[config.mk]
export PLATFORM = sky130hd
export DESIGN_NAME = decode_replay_stage
export DESIGN_NICKNAME = d
export VERILOG_FILES = /design/src/rtl/decode_replay_stage.sv
export SDC_FILE = /design/constraint.sdc
export NUM_CORES = 1
export LEC_CHECK = 0
export BUFFER_PORTS_ARGS = -buffer_cell sky130_fd_sc_hd__buf_2
export CORE_MARGIN = 8
export CORE_UTILIZATION = 50
export DETAILED_ROUTE_END_ITERATION = 6
export GPL_TIMING_DRIVEN = 1
export PLACE_DENSITY_LB_ADDON = 0.25
export SLEW_MARGIN = 30
export SYNTH_ARGS = -nofsm -noshare
export SYNTH_HDL_FRONTEND = slang
export SYNTH_SLANG_ARGS = --single-unit
[constraint.sdc]
create_clock -name clk -period 29.7 [get_ports clk]
set_clock_uncertainty 0.1 [all_clocks]
set_input_delay 8.91 -clock clk [delete_from_list [all_inputs] [get_ports clk]]
set_output_delay 8.91 -clock clk [all_outputs]
set_load 0.005 [all_outputs]
[src/rtl/decode_replay_stage.sv]
// Decode stage with an ordered replay FIFO for fetch words that arrive while the stage
// is held, plus an optional load-use interlock that inserts its own bubble.
module decode_replay_stage #(
    parameter int XLEN       = 32,
    parameter int RIDX       = 5,
    parameter int RBUF_DEPTH = 2,
    parameter int LOAD_USE   = 1
) (
    input  logic                              clk,
    input  logic                              rst_n,
    input  logic                              halt,
    input  logic                              flush,
    input  logic                              stall,
    input  logic [31:0]                       instr_in,
    input  logic                              instr_valid,
    input  logic [XLEN-1:0]                   pc_in,
    output logic                              valid_out,
    output logic [XLEN-1:0]                   pc_out,
    output logic [4:0]                        opcode_out,
    output logic [RIDX-1:0]                   s1_out,
    output logic [RIDX-1:0]                   s2_out,
    output logic [RIDX-1:0]                   tgt1_out,
    output logic [RIDX-1:0]                   tgt2_out,
    output logic [4:0]                        alu_op_out,
    output logic [XLEN-1:0]                   imm_out,
    output logic [4:0]                        branch_code_out,
    output logic                              is_load_out,
    output logic                              is_store_out,
    output logic                              is_branch_out,
    output logic                              is_post_inc_out,
    output logic                              halt_out,
    output logic                              hazard_stall,
    output logic [$clog2(RBUF_DEPTH+1)-1:0]   rbuf_count,
    output logic                              rbuf_ovf
);
    localparam int CW = $clog2(RBUF_DEPTH + 1);
    localparam int PW = (RBUF_DEPTH > 1) ? $clog2(RBUF_DEPTH) : 1;
    localparam logic [PW-1:0] LAST_PTR = PW'(RBUF_DEPTH - 1);
    localparam logic [CW-1:0] FULL_CNT = CW'(RBUF_DEPTH);

    logic [31:0]     ibuf_mem [RBUF_DEPTH];
    logic [XLEN-1:0] pbuf_mem [RBUF_DEPTH];
    logic [PW-1:0]   head_reg, tail_reg;
    logic [CW-1:0]   count_reg;
    logic            ovf_reg;

    logic            fifo_empty, fifo_full, hold, push_req, push_ok, pop, out_valid;
    logic [31:0]     c_instr;
    logic [XLEN-1:0] c_pc;
    logic            c_valid;

    logic [4:0]      opc, alu_op, ra, rb;
    logic            d_mem, d_load, d_store, d_branch, d_post, d_halt, ld_alt, inc_mode;
    logic [RIDX-1:0] d_s1, d_s2, d_tgt1, d_tgt2;
    logic [XLEN-1:0] d_imm, sx12;

    function automatic logic [PW-1:0] ptr_inc(input logic [PW-1:0] p);
        return (p == LAST_PTR) ? '0 : p + PW'(1);
    endfunction

    assign fifo_empty = (count_reg == '0);
    assign fifo_full  = (count_reg == FULL_CNT);
    assign c_instr    = fifo_empty ? instr_in : ibuf_mem[head_reg];
    assign c_pc       = fifo_empty ? pc_in : pbuf_mem[head_reg];
    assign c_valid    = fifo_empty ? instr_valid : 1'b1;

    // Words enter the FIFO whenever they cannot bypass straight into decode,
    // so program order is preserved across holds.
    assign hold      = stall | hazard_stall;
    assign push_req  = instr_valid & (hold | ~fifo_empty);
    assign pop       = ~hold & ~fifo_empty;
    assign push_ok   = push_req & (~fifo_full | pop);
    assign out_valid = c_valid & ~flush & ~hazard_stall;

    assign rbuf_count = count_reg;
    assign rbuf_ovf   = ovf_reg;

    always_comb begin
        opc      = c_instr[31:27];
        alu_op   = (opc == 5'd0) ? c_instr[9:5] : c_instr[16:12];
        if (opc == 5'd13 || opc == 5'd14) begin
            ra = c_instr[9:5];
            rb = c_instr[4:0];
        end else begin
            ra = c_instr[26:22];
            rb = c_instr[21:17];
        end
        d_mem    = (opc >= 5'd3) && (opc <= 5'd11);
        ld_alt   = (opc == 5'd5) || (opc == 5'd8) || (opc == 5'd11);
        d_load   = d_mem & (ld_alt ? c_instr[22] : c_instr[16]);
        d_store  = d_mem & ~d_load;
        d_branch = (opc >= 5'd12) && (opc <= 5'd14);
        inc_mode = (opc == 5'd3) || (opc == 5'd6) || (opc == 5'd9);
        d_post   = inc_mode && (c_instr[15:14] == 2'd2);
        d_halt   = (opc == 5'd15) && (c_instr[6:0] == 7'd0);

        d_s1 = RIDX'(rb);
        if (opc == 5'd2 || ld_alt || opc == 5'd12 || opc == 5'd15 ||
            ((opc == 5'd0 || opc == 5'd1) && alu_op == 5'd6))
            d_s1 = '0;
        d_s2   = d_store ? RIDX'(ra) : ((opc == 5'd0) ? RIDX'(c_instr[4:0]) : '0);
        d_tgt1 = d_store ? '0 : RIDX'(ra);
        d_tgt2 = (inc_mode && c_instr[15:14] != 2'd0) ? RIDX'(rb) : '0;

        sx12  = {{(XLEN-12){c_instr[11]}}, c_instr[11:0]};
        d_imm = '0;
        case (opc)
            5'd1: begin
                if (alu_op <= 5'd6)
                    d_imm = XLEN'(c_instr[7:0]) << {c_instr[9:8], 3'b000};
                else if (alu_op <= 5'd13)
                    d_imm = XLEN'(c_instr[4:0]);
                else if (alu_op <= 5'd18)
                    d_imm = sx12;
            end
            5'd2:                d_imm = XLEN'(c_instr[21:0]) << 10;
            5'd12:               d_imm = {{(XLEN-22){c_instr[21]}}, c_instr[21:0]};
            5'd3, 5'd6, 5'd9:    d_imm = sx12 << c_instr[13:12];
            5'd4, 5'd7, 5'd10:   d_imm = {{(XLEN-16){c_instr[15]}}, c_instr[15:0]};
            5'd5, 5'd8, 5'd11:   d_imm = {{(XLEN-21){c_instr[20]}}, c_instr[20:0]};
            default:             d_imm = '0;
        endcase
    end

    // One bubble per dependent load: the bubble clears valid_out, which drops the interlock.
    assign hazard_stall = (LOAD_USE != 0) && valid_out && is_load_out && (tgt1_out != '0) &&
                          ((tgt1_out == d_s1) || (tgt1_out == d_s2)) && c_valid && !stall;

    always_ff @(posedge clk) begin
        if (!halt && !flush && push_ok) begin
            ibuf_mem[tail_reg] <= instr_in;
            pbuf_mem[tail_reg] <= pc_in;
        end
    end

    always_ff @(posedge clk or negedge rst_n) begin
        if (!rst_n) begin
            head_reg  <= '0;
            tail_reg  <= '0;
            count_reg <= '0;
            ovf_reg   <= 1'b0;
        end else if (!halt) begin
            if (flush) begin
                head_reg  <= '0;
                tail_reg  <= '0;
                count_reg <= '0;
            end else begin
                if (push_ok) tail_reg <= ptr_inc(tail_reg);
                if (pop)     head_reg <= ptr_inc(head_reg);
                if (push_req && !push_ok) ovf_reg <= 1'b1;
                case ({push_ok, pop})
                    2'b10:   count_reg <= count_reg + CW'(1);
                    2'b01:   count_reg <= count_reg - CW'(1);
                    default: count_reg <= count_reg;
                endcase
            end
        end
    end

    always_ff @(posedge clk or negedge rst_n) begin
        if (!rst_n) begin
            valid_out       <= 1'b0;
            pc_out          <= '0;
            opcode_out      <= '0;
            s1_out          <= '0;
            s2_out          <= '0;
            tgt1_out        <= '0;
            tgt2_out        <= '0;
            alu_op_out      <= '0;
            imm_out         <= '0;
            branch_code_out <= '0;
            is_load_out     <= 1'b0;
            is_store_out    <= 1'b0;
            is_branch_out   <= 1'b0;
            is_post_inc_out <= 1'b0;
            halt_out        <= 1'b0;
        end else if (!halt && !stall) begin
            valid_out       <= out_valid;
            pc_out          <= c_pc;
            opcode_out      <= opc;
            s1_out          <= d_s1;
            s2_out          <= d_s2;
            tgt1_out        <= out_valid ? d_tgt1 : '0;
            tgt2_out        <= out_valid ? d_tgt2 : '0;
            alu_op_out      <= alu_op;
            imm_out         <= d_imm;
            branch_code_out <= c_instr[26:22];
            is_load_out     <= out_valid & d_load;
            is_store_out    <= out_valid & d_store;
            is_branch_out   <= out_valid & d_branch;
            is_post_inc_out <= out_valid & d_post;
            halt_out        <= out_valid & d_halt;
        end
    end
endmodule

Yosys cells after proc, flatten, opt, wreduce, memory -nomap -nowiden:

Memories as Yosys holds them, arrays and structs flattened.
Cells that the tools add are included.
Widths: inputs -> output; s select.

* magnitude comparators: 7
* shift-type cells: 2
* div/mod/pow operators: 0
* reduce and logical (&&, ||, !) cells: 45
* equality and inequality tests: 22
* mux-type cells: 28
* bitwise logic cells: 22
* multiply operators: 0
* add/subtract/negate cells: 4

Operators by type and width (number)
* $pmux 32 s6: 1
* $mux 32: 5
* $mux 5: 10
* $eq 5x4->1 const B: 8
* $shl 32x2->32: 1
* $shl 8x5->32: 1
* $eq 5x3->1 const B: 5
* $le 5x4->1 const B: 3
* $logic_and 1x1->1: 15
* $and 1x1->1: 12
* $logic_or 1x1->1: 11
* $eq 5x2->1 const B: 2
* $eq 5x5->1: 2
* $mux 1: 10
* $reduce_or 3->1: 3
* $logic_not 7->1: 1
* $not 1->1: 7
* $eq 2x2->1 const B: 3
* $reduce_and 2->1: 3
* $reduce_bool 2->1: 3
* $eq 5x1->1 const B: 1
* $ge 5x2->1 const B: 1
* $ge 5x4->1 const B: 1
* $le 5x3->1 const B: 1
* other kinds (14): 20

* output and inout port bits: 109
* memory bits (writable): 128
* bits of input ports: 70
* latch bits: 0
* memories: 2
* word-level logic and storage cells: 151
* ROM bits: 0
* register bits after elaboration: 110

Memories
* ibuf_mem: words 2, width 32, rd ports 1, clocked after Yosys merged registers in 0, wr ports 1, RTL line 41 `logic [31:0] ibuf_mem [RBUF_DEPTH];`
* pbuf_mem: words 2, width 32, rd ports 1, clocked after Yosys merged registers in 0, wr ports 1, RTL line 42 `logic [XLEN-1:0] pbuf_mem [RBUF_DEPTH];`

Longest topological paths before layout:

Gate-level depths: netlist of run 1.

* depth in word-level cells: 23
* mapped depth: 16
* gate-level depth less buffers: 11

Least setup slack after synthesis of run 1:

OpenSTA, ideal clock, no wires.

* path kind: input to output
* start point: in instr_in[28]
* end point: out hazard_stall
* arrival time: 11.135 ns
* data required time: 20.690 ns
* stages on the path: 11
* path slack: 9.555 ns
* buffers on the path: 1
* cells stage by stage: nor3_1 a21o_1 buf_4 nand2_1 or2_2 o21ai_1 o22ai_1 or4b_4 o32ai_4 nand2b_2 inv_1

* word-level cells in the longest chain between the ends: 14
* elaborated cells between the ends (all ways): 40
* classes of those cells: order compare (2); eq/ne (12); mux (8); bitwise (3); reduce/logical (15)

RTL lines
* start, declared: RTL line 14 `input logic [31:0] instr_in,`
* $mux 32 *: RTL line 63 `assign c_instr = fifo_empty ? instr_in : ibuf_mem[head_reg];`
* branches (longest 9 deep; another with $ge 5x2->1)
* $logic_or 1x1->1 *: RTL line 127 `((tgt1_out == d_s1) || (tgt1_out == d_s2)) && c_valid && !stall;`
* $logic_and 1x1->1 *: RTL line 126 `assign hazard_stall = (LOAD_USE != 0) && valid_out && is_load_out && (tgt1_out != '0) &&`
* $logic_and 1x1->1 * (2 in series): RTL line 127
* end, declared: RTL line 32 `output logic hazard_stall,`

Mark *: on every way between the ends.

Final worst setup path of run 1:

* start point: in instr_in[27]
* end point: out hazard_stall

Same word-level chain as after synthesis.

==> results by group, run 1 <==
Status
  • Status: completed

CTS
  • Worst skew pair latency: 0.53 ns
  • CTS Sinks: around 240
  • # hold bufs at CTS: 0
  • Num CTS Buffers: 26
  • CTS clock-pin slew for the worst setup and hold paths: 0.06 ns
  • Buffers inserted by post-CTS timing repair: 0
  • Root buffer cell: clkbuf_16
  • H-tree Lvls: 1
  • Max Root-Sink Buffers: 3
  • Cts repair resizes: 0
  • CTS tree: yes

Timing
  • Setup ws final: 8.72 ns
  • Achievable frequency: ~48 MHz
  • Tmin final: roughly 21 ns
  • Worst Tran Pin Value: ~1.1 ns
  • RSZ-0062 raised after global routing: no
  • Finish-stage setup viols: 0
  • Hold slack final: 0.373 ns
  • Max-slew violations: 0
  • Setup TNS: 0 ns
  • Hold Vio Cnt, Final: 0
  • Tcrit/Tclk final: between 70% and 80%
  • Max_slew headroom: 26.5%

Yosys
  • Post-synth top area cell: edfxtp_1
  • Synth Register Bits: approximately 240
  • Mapped Avg Cell Area: 10.8 um2
  • Top post-synthesis cells by area: edfxtp_1 (34%), dfrtp_1 (24%), mux2i_1 (5.8%), o21ai_0 (5.6%), nand2_1 (4.5%)
  • Top FF cell, synth: edfxtp_1
  • Gate Count Post-Synth: 1061
  • Yosys cell types: 75
  • Fraction of synthesis flops using an asynchronous set or reset pin: between 40% and 50%
  • Post-synth EDFFs: 128
  • Sequential share of the synthesized area: between 50% and 60%
  • Mapped Area: 11400 um2
  • Synth top area share: 33.7%
  • Mapped Nets: between 1000 and 1500
  • Warnings from Yosys: 0

Worst setup path
  • Kind of cell adding the most delay to the critical path: simple AND/OR/NAND/NOR gates
  • Critical register-to-register path endpoint: pbuf_mem[1][5]$_DFFE_PP_
  • Max FO, Critical Path: 12
  • CP peak stage delay: 0.58 ns
  • Reg2Reg Launch Point: head_reg$_DFFE_PN0P_
  • Worst path cell trace: buf_2, nor3_1, a21o_1, nand2_1, or2_2, o21ai_1, o22ai_1, or4b_4, o32ai_4, nand2b_2, inv_1, buf_2
  • Crit path launch type: input pin
  • FF-to-FF path depth: 12
  • CP dominant cell by count: buf_2
  • WS Path Type: in -> out
  • WP data arrival: 11.97 ns
  • Crit path buf inv count: 3
  • Crit-path slowest cell: or4b_4
  • Crit. End Element: primary output
  • R2R Setup Slk: 23.32 ns
  • Critical Path RT: 20.69 ns

Hold path
  • Hold-critical path endpoint: pc_out[18]$_DFFE_PN0P_
  • HP Class: reg -> reg
  • HP Start: pc_out[18]$_DFFE_PN0P_
  • Worst hold path depth: 2

Power and ir drop
  • Clock Power Share: 35.2%
  • Seq pwr share: 42.3%
  • Int Power: 648 uW
  • Total chip power: 933 uW
  • Switching portion of total power: 30.5%
  • Combinational cell fraction of total power: roughly 23%
  • Static leakage: 5.42 nW
  • Maximum VDD drop: 0.0370 mV
  • Power density over the cells: 69.8 nW/um2
  • Net Sw Power: 284 uW

Routing
  • Via Count: 9198
  • Drt pass-1 iters: 5
  • DRC Markers: 0
  • Detailed Route Iter0 Violations: 863
  • Post-route ant nets: 0
  • Via/cell ratio: 6.06
  • WL final: 34700 um
  • Post-DR wirelength/cell: 22.9 um

Global routing
  • Initial antenna violation count: 0
  • Global-route wire length before repair: 53700 um
  • Total track usage: 24.2%
  • Vias in the first global route: roughly 9000
  • Largest net degree at the start of global routing: 118
  • Total congestion overflow: 0

Final layout
  • Post-Layout Inst Area: 13400 um2
  • Commonest non-fill, non-tap cell in the layout: buf_2
  • Layout area overhead: 17.1%
  • Fin util: between 50% and 60%
  • Regs by FF count: ibuf_mem: 64 flops, pbuf_mem: 64 flops
  • Fin nets: 1282
  • Leading cell types in the layout, fill and taps excluded: buf_2 (177), nand2_1 (138), edfxtp_1 (128)
  • Filler-free cell count of the finished design: 1518
  • Fraction of layout cells with a size suffix above 1: 21.9%

Place
  • DP Worst Slack: roughly 9 ns
  • GPL Wtd Cong: 0.954
  • Post-DP HPWL: 23900 um
  • Placed Cells: ~1500
  • Post-Place Cell Area: roughly 12000 um2
  • Port bufs: about 180

Floorplan
  • Die Footprint: around 28000 um2
  • Initial core utilization: 50.7%
  • Die height: 167 um
  • Area of the core: 22500 um2
  • IO Count: approximately 180
  • Die Wd: between 150 and 200 um
  • Std-Cell Rows: 55

Job
  • Total of max-cap violations: 0
-- kinds of logic after synthesis --
logic type / after synthesis / share of synthesized area [%]
flip-flops: 238 / 57.8
XOR/XNOR: 3 / 0.461
AND/OR/NAND/NOR: 296 / 11.2
buffers and inverters: 90 / 3.64
multiplexers: 76 / 7.07
AO/OA/AOI/OAI: 358 / 19.9
-- worst max-delay path by stage --
stage                 startpoint      endpoint  slack (ns)  depth (start not counted)
CTS                 instr_in[27]  hazard_stall        8.74                         12
detailed placement  instr_in[27]  hazard_stall        8.77                         12
global route        instr_in[27]  hazard_stall        8.47                         12
floorplan           instr_in[28]  hazard_stall        9.55                         11
global placement    instr_in[27]  hazard_stall        8.72                         12
finish              instr_in[27]  hazard_stall        8.72                         12
-- power groups by stage --
stage	combinational (mW)	sequential (mW)	clock [mW]
after global routing	0.229	0.397	0.347
after detailed placement	0.208	0.400	0
final	0.210	0.394	0.328
after floorplan	0.125	0.398	0
after CTS	0.208	0.394	0.333
after global placement	0.207	0.400	0
-- worst register-to-register path: cells and delay by family (launching register included) --
family | cells | cell delay (ns)
multiplexers | 2 | 0.85
flip-flops | 1 | 0.56
buffers and inverters | 2 | 1.52
AO/OA/AOI/OAI | 3 | 0.58
AND/OR/NAND/NOR | 5 | 2.31
-- layout make-up --
cell class                 instances  area [um2]
antenna                            1        2.50
fill                            1931        9140
timing repair buffer             196        1030
clock buffer                      36         739
inverter                          17        63.8
clock inverter                    12         135
tap                              285         357
sequential                       238        6600
multi-input combinational        733        4430
-- Yosys cell counts (4+ instances only) --
| master | n |
|---|---|
| a211oi_1 | 6 |
| a21o_1 | 16 |
| a21oi_1 | 78 |
| a221oi_1 | 18 |
| a22o_1 | 4 |
| a22oi_1 | 10 |
| a31oi_1 | 7 |
| a32o_1 | 13 |
| a32oi_1 | 6 |
| buf_1 | 15 |
| buf_2 | 11 |
| buf_4 | 5 |
| buf_6 | 6 |
| clkbuf_1 | 36 |
| dfrtp_1 | 110 |
| edfxtp_1 | 128 |
| inv_1 | 17 |
| mux2_2 | 5 |
| mux2i_1 | 66 |
| nand2_1 | 138 |
| nand3_1 | 20 |
| nor2_1 | 88 |
| nor3_1 | 19 |
| o211ai_1 | 7 |
| o21ai_0 | 128 |
| o21ai_1 | 10 |
| o21bai_1 | 4 |
| o22ai_1 | 13 |
| o2bb2ai_1 | 4 |
| o31ai_1 | 7 |
-- metal layers --
metal  global-route usage (%)  vias up  routed length (um)
met2                     39.2      392               16200
li1                         -     4255                   -
met4                     7.32        0                 878
met5                        0        -                   0
met3                     4.30       57                2380
met1                     32.7     4494               15300
Power figures use the tool's default switching activity.
==> run 2: changes to the inputs <==
Settings changed: ABC_AREA set to 1.
Clock period 29.7 ns to 18.3 ns, I/O delays scaled along.
==> results by group, run 2 <==
Worst setup path
  • R2R Setup Slk: 13.18 ns
  • Worst path cell trace: buf_2, inv_1, o21ai_2, buf_4, inv_1, nand3_1, nand2_1, nand2_4, nor2_4, nand2_4, nand3_1, nand2_1, nand2_1, nand3_1, o21ai_2, nand3_1, inv_1, buf_2
  • Kind of cell adding the most delay to the critical path: buffers and inverters
  • Max FO, Critical Path: 20
  • Critical Path RT: 12.71 ns
  • Reg2Reg Launch Point: rbuf_count[0]$_DFFE_PN0P_
  • CP dominant cell by count: nand3_1
  • Crit. End Element: primary output
  • WP data arrival: 7.90 ns
  • Crit-path slowest cell: inv_1
  • Crit path launch type: input pin
  • FF-to-FF path depth: 24
  • WS Path Type: in -> out
  • Critical register-to-register path endpoint: ibuf_mem[0][14]$_DFFE_PP_
  • CP peak stage delay: around 0.52 ns
  • Crit path buf inv count: 6

Timing
  • Hold slack final: roughly 0.37 ns
  • Max_slew headroom: 35.9%
  • Tcrit/Tclk final: 73.7%
  • Hold Vio Cnt, Final: 0
  • Finish-stage setup viols: 0
  • RSZ-0062 raised after global routing: no
  • Achievable frequency: 74.1 MHz
  • Max-slew violations: 0
  • Setup TNS: 0 ns
  • Worst Tran Pin Value: 0.957 ns
  • Tmin final: 13.49 ns

CTS
  • Num CTS Buffers: 26
  • CTS tree: yes
  • Buffers inserted by post-CTS timing repair: 0
  • Cts repair resizes: 0
  • Root buffer cell: clkbuf_16
  • CTS Sinks: 238
  • Max Root-Sink Buffers: 3
  • CTS clock-pin slew for the worst setup and hold paths: roughly 0.06 ns
  • Worst skew pair latency: 0.55 ns
  • H-tree Lvls: 1
  • # hold bufs at CTS: 0

Yosys
  • Mapped Nets: 1300
  • Commonest cells in the netlist: nand2_1 (375), edfxtp_1 (128), dfrtp_1 (110), o21ai_0 (102), a21oi_1 (92)
  • Top-count cell post-synth: nand2_1
  • Warnings from Yosys: 0
  • Synth Register Bits: 238
  • Fraction of synthesis flops using an asynchronous set or reset pin: 46.2%
  • Top post-synthesis cells by area: edfxtp_1 (34%), dfrtp_1 (24%), nand2_1 (12%), o21ai_0 (4.5%), a21oi_1 (4.0%)
  • Yosys cell types: 50
  • Post-synth top area cell: edfxtp_1
  • Mapped Area: 11400 um2
  • Post-synth EDFFs: 128
  • Gate Count Post-Synth: 1230
  • Synth top area share: 33.7%
  • Mapped Avg Cell Area: 9.29 um2
  • Top FF cell, synth: edfxtp_1
  • Sequential share of the synthesized area: 57.8%

Global routing
  • Global Route met1 Usage: 31.5%
  • M2 GR Usage: 36.4%
  • Global-route wire length before repair: 52000 um
  • Vias in the first global route: 9355
  • Total congestion overflow: 0
  • Initial antenna violation count: 2
  • Largest net degree at the start of global routing: 93
  • Grt met3 use: 4.94%
  • Total track usage: 22.9%
  • Busiest grt layer: met2

Floorplan
  • Area of the core: 22500 um2
  • Std-Cell Rows: 55
  • Die Footprint: about 28000 um2
  • Initial core utilization: 50.8%
  • Die Wd: 167 um
  • IO Count: 179
  • Die height: 167 um

Final layout
  • Fillcell total: ~2000
  • Layout area overhead: 17.3%
  • Fraction of layout cells with a size suffix above 1: approximately 22%
  • Fin nets: 1457
  • Regs by FF count: ibuf_mem: 64 flops, pbuf_mem: 64 flops
  • Commonest non-fill, non-tap cell in the layout: nand2_1
  • Leading cell types in the layout, fill and taps excluded: nand2_1 (375), buf_2 (177), edfxtp_1 (128)

Power and ir drop
  • Maximum VDD drop: roughly 0.11 mV
  • Static leakage: 6.04 nW
  • Total chip power: 2.18 mW
  • Power density over the cells: 163 nW/um2

Status
  • Status: completed

Hold path
  • HP Class: reg -> reg
  • Hold-critical path endpoint: rbuf_ovf$_DFFE_PN0P_
  • Worst hold path depth: 1
  • HP Start: rbuf_ovf$_DFFE_PN0P_

Routing
  • Drt pass-1 iters: 6
  • Post-route ant nets: 0
  • Via Count: 9543
  • Post-DR wirelength/cell: ~19 um
  • Detailed Route Iter0 Violations: 829
  • WL final: 32500 um
  • DRC Markers: 0
  • Via/cell ratio: 5.64

Job
  • Total of max-cap violations: 0

Place
  • GPL Wtd Cong: 0.945
  • Port bufs: 178
  • Post-DP HPWL: 21700 um
-- run 2: cell count changes after synthesis, sizes merged, moves of 12 or more --
cell,change
a21o,-14
a221oi,-17
a31oi,+25
a32o,-14
buf,-16
inv,+53
mux2i,-68
nand2,+259
nand3,+29
nor2,-43
o211ai,+12
-- run 2: per-stage QoR --
step | area [um2] | util [%] | std cells | setup slack (ns)
floorplan | 11400 | - | 1230 | 5.71
global placement | 12500 | 55.6 | 1644 | 4.91
detailed placement | 12500 | 55.6 | 1644 | 4.85
CTS | 13400 | 59.5 | 1692 | 4.84
global route | 13400 | 59.5 | 1693 | 4.60
finish | 13400 | 59.5 | 1693 | 4.81
-- run 2: logic make-up after synthesis --
| group | share of synthesized area [%] |
|---|---|
| compound gates | 16.6 |
| simple gates | 20.4 |
| xor+xnor | 0.0767 |
| flops | 57.8 |
| buf+inv | 5.18 |
-- run 2: metal layers --
metal / vias up / share of wire, %
met5: - / 0.040
met4: 2 / 1.6
met3: 44 / 7.8
met2: 371 / 46
met1: 4563 / 45
li1: 4563 / -
-- run 2: worst max-delay path by stage --
stage,start,endpoint,slack (ns),cells after the start
final,instr_in[8],hazard_stall,4.81,18
after global routing,instr_in[8],hazard_stall,4.60,18
after CTS,instr_in[8],hazard_stall,4.84,18
after detailed placement,instr_in[8],hazard_stall,4.85,18
after global placement,instr_in[8],hazard_stall,4.91,18
after floorplan,instr_in[27],hazard_stall,5.71,16
-- run 2: layout make-up --
class,instances,area [um2],share of cell area (%)
sequential,238,6600,49.2
multi-input combinational,852,4250,31.7
timing repair buffer,195,1020,7.65
clock buffer,35,694,5.18
tap,285,357,2.66
inverter,74,285,2.13
clock inverter,13,191,1.43
antenna,1,2.50,0.0187
-- run 2: where the power goes --
group / total, mW / switching, mW / internal [mW]
clock network: 0.540 / 0.215 / 0.325
logic: 0.930 / 0.640 / 0.289
registers: 0.708 / 0.0505 / 0.657
total: 2.18 / 0.906 / 1.27
==> run 3: changes to the inputs <==
Settings changed: ABC_AREA 1 to 0.
Clock period 18.3 ns to 11.3 ns, I/O delays scaled along.
==> results by group, run 3 (synthesis gave the netlist of run 1 again) <==
Routing
  • DRC Markers: 0
  • WL final: 33700 um
  • Post-route ant nets: 0
  • Post-DR wirelength/cell: 22.2 um
  • Drt pass-1 iters: 6
  • Detailed Route Iter0 Violations: between 800 and 900
  • Via Count: 9140
  • Via/cell ratio: 6.02

Final layout
  • Leading cell types in the layout, fill and taps excluded: buf_2 (177), nand2_1 (138), edfxtp_1 (128)
  • Commonest non-fill, non-tap cell in the layout: buf_2
  • Fillcell total: 1903
  • Layout area overhead: 17.3%
  • Regs by FF count: ibuf_mem: 64 flops, pbuf_mem: 64 flops
  • ANT cells: 0
  • Fin nets: 1284
  • Fraction of layout cells with a size suffix above 1: 22.1%

Place
  • GPL Wtd Cong: around 1
  • Post-DP HPWL: roughly 23000 um
  • Port bufs: around 180

CTS
  • CTS Sinks: 238
  • Num CTS Buffers: 25
  • Cts repair resizes: 0
  • Max Root-Sink Buffers: 3
  • Buffers inserted by post-CTS timing repair: 0
  • H-tree Lvls: 1
  • Root buffer cell: clkbuf_16
  • CTS tree: yes
  • # hold bufs at CTS: 0
  • CTS clock-pin slew for the worst setup and hold paths: 0.06 ns
  • Worst skew pair latency: 0.53 ns

Floorplan
  • Die height: 167 um
  • IO Count: 179
  • Die Footprint: 27900 um2
  • Std-Cell Rows: 55
  • Die Wd: ~170 um
  • Area of the core: 22500 um2
  • Initial core utilization: 50.7%

Job
  • Total of max-cap violations: 0

Timing
  • Hold Vio Cnt, Final: 0
  • Hold slack final: 0.371 ns
  • Achievable frequency: 100 MHz
  • Max-slew violations: 0
  • RSZ-0062 raised after global routing: no
  • Max_slew headroom: 31.8%
  • Worst Tran Pin Value: 1.02 ns
  • Finish-stage setup viols: 0
  • Tmin final: 9.98 ns
  • Tcrit/Tclk final: between 80% and 90%
  • Setup TNS: 0 ns

Power and ir drop
  • Static leakage: around 5.4 nW
  • Maximum VDD drop: around 0.094 mV
  • Power density over the cells: 182 nW/um2

Global routing
  • Total track usage: 23.6%
  • Largest net degree at the start of global routing: 91
  • Global-route wire length before repair: 52200 um
  • Vias in the first global route: 8826
  • Initial antenna violation count: 0
  • Total congestion overflow: 0

Worst setup path
  • Crit-path slowest cell: or4b_4
  • Worst path cell trace: buf_2, nor3_1, a21o_1, nand2_1, or2_2, o21ai_1, o22ai_1, or4b_4, o32ai_4, nand2b_2, inv_1, buf_2
  • Crit. End Element: primary output
  • WP data arrival: 6.49 ns
  • Max FO, Critical Path: 12
  • WS Path Type: in -> out
  • Critical Path RT: 7.81 ns
  • CP peak stage delay: 0.57 ns
  • CP dominant cell by count: buf_2
  • Crit path launch type: input pin

Hold path
  • HP Class: reg -> reg

Status
  • Status: completed
run 3: cell count changes in the layout (fill, tap and decap cells not counted), moves of 12 or more:
cell,change
nand2_1,-237
mux2i_1,+66
nor2_1,+45
inv_1,-40
a31oi_1,-25
o21ai_0,+25
nand3_1,-24
a221oi_1,+17
o21ai_2,-17
a21o_1,+14
a21oi_1,-14
a32o_1,+13
nor3_1,+12
run 3: final cells by class:
class                   instances  area [um2]  area share (%)
inverters                      17        63.8           0.477
flip-flops and latches        238        6600            49.3
well taps                     285         357            2.66
multi-input cells             733        4440            33.1
clock buffers                  36         737            5.51
clock inverters                10         129           0.963
repair buffers                199        1060            7.95
run 3: through the flow:
step,utilization [%],total power [mW],setup WS [ns],instance area (um2),instances
after global placement,55.5,1.59,1.44,12500,1471
after floorplan,-,1.37,1.56,11400,1061
final,59.5,2.44,1.32,13400,1518
after CTS,59.5,2.45,1.36,13400,1518
after global routing,59.5,2.55,1.12,13400,1518
after detailed placement,55.6,1.60,1.37,12500,1472
run 3: routing by layer:
| layer | routed length [um] | global-route usage (%) | vias to the layer above |
|---|---|---|---|
| met5 | 0 | 0 | - |
| met4 | 898 | 7.13 | 0 |
| met3 | 2370 | 4.68 | 53 |
| met2 | 15600 | 37.8 | 350 |
| met1 | 14900 | 32.1 | 4463 |
| li1 | - | - | 4274 |
run 3: power breakdown:
part           leakage, nW  internal, mW  switching, mW  total [mW]
Combinational         2.43         0.192          0.358       0.550
Sequential            2.59         0.988         0.0471        1.04
Clock                0.425         0.520          0.331       0.851
run 3: path summary, 6_finish.rpt:
check                                               start                        to  slack, ns  cells past startpoint
worst max-delay path                         instr_in[27]              hazard_stall       1.32                     12
worst min-delay path               pc_out[10]$_DFFE_PN0P_    pc_out[10]$_DFFE_PN0P_       0.37                      2
worst max register to register  rbuf_count[0]$_DFFE_PN0P_  pbuf_mem[0][9]$_DFFE_PP_       5.30                     12
worst min register to register     pc_out[10]$_DFFE_PN0P_    pc_out[10]$_DFFE_PN0P_       0.37                      2
max in group asynchronous                           rst_n      head_reg$_DFFE_PN0P_       6.91                      2
min in group asynchronous                           rst_n     pc_out[4]$_DFFE_PN0P_       2.85                      1
run 3: critical path: cells and delay by family:
kind            cells  cell delay (ns)
buf+inv             3             0.27
simple gates        5             1.75
compound gates      4             1.05
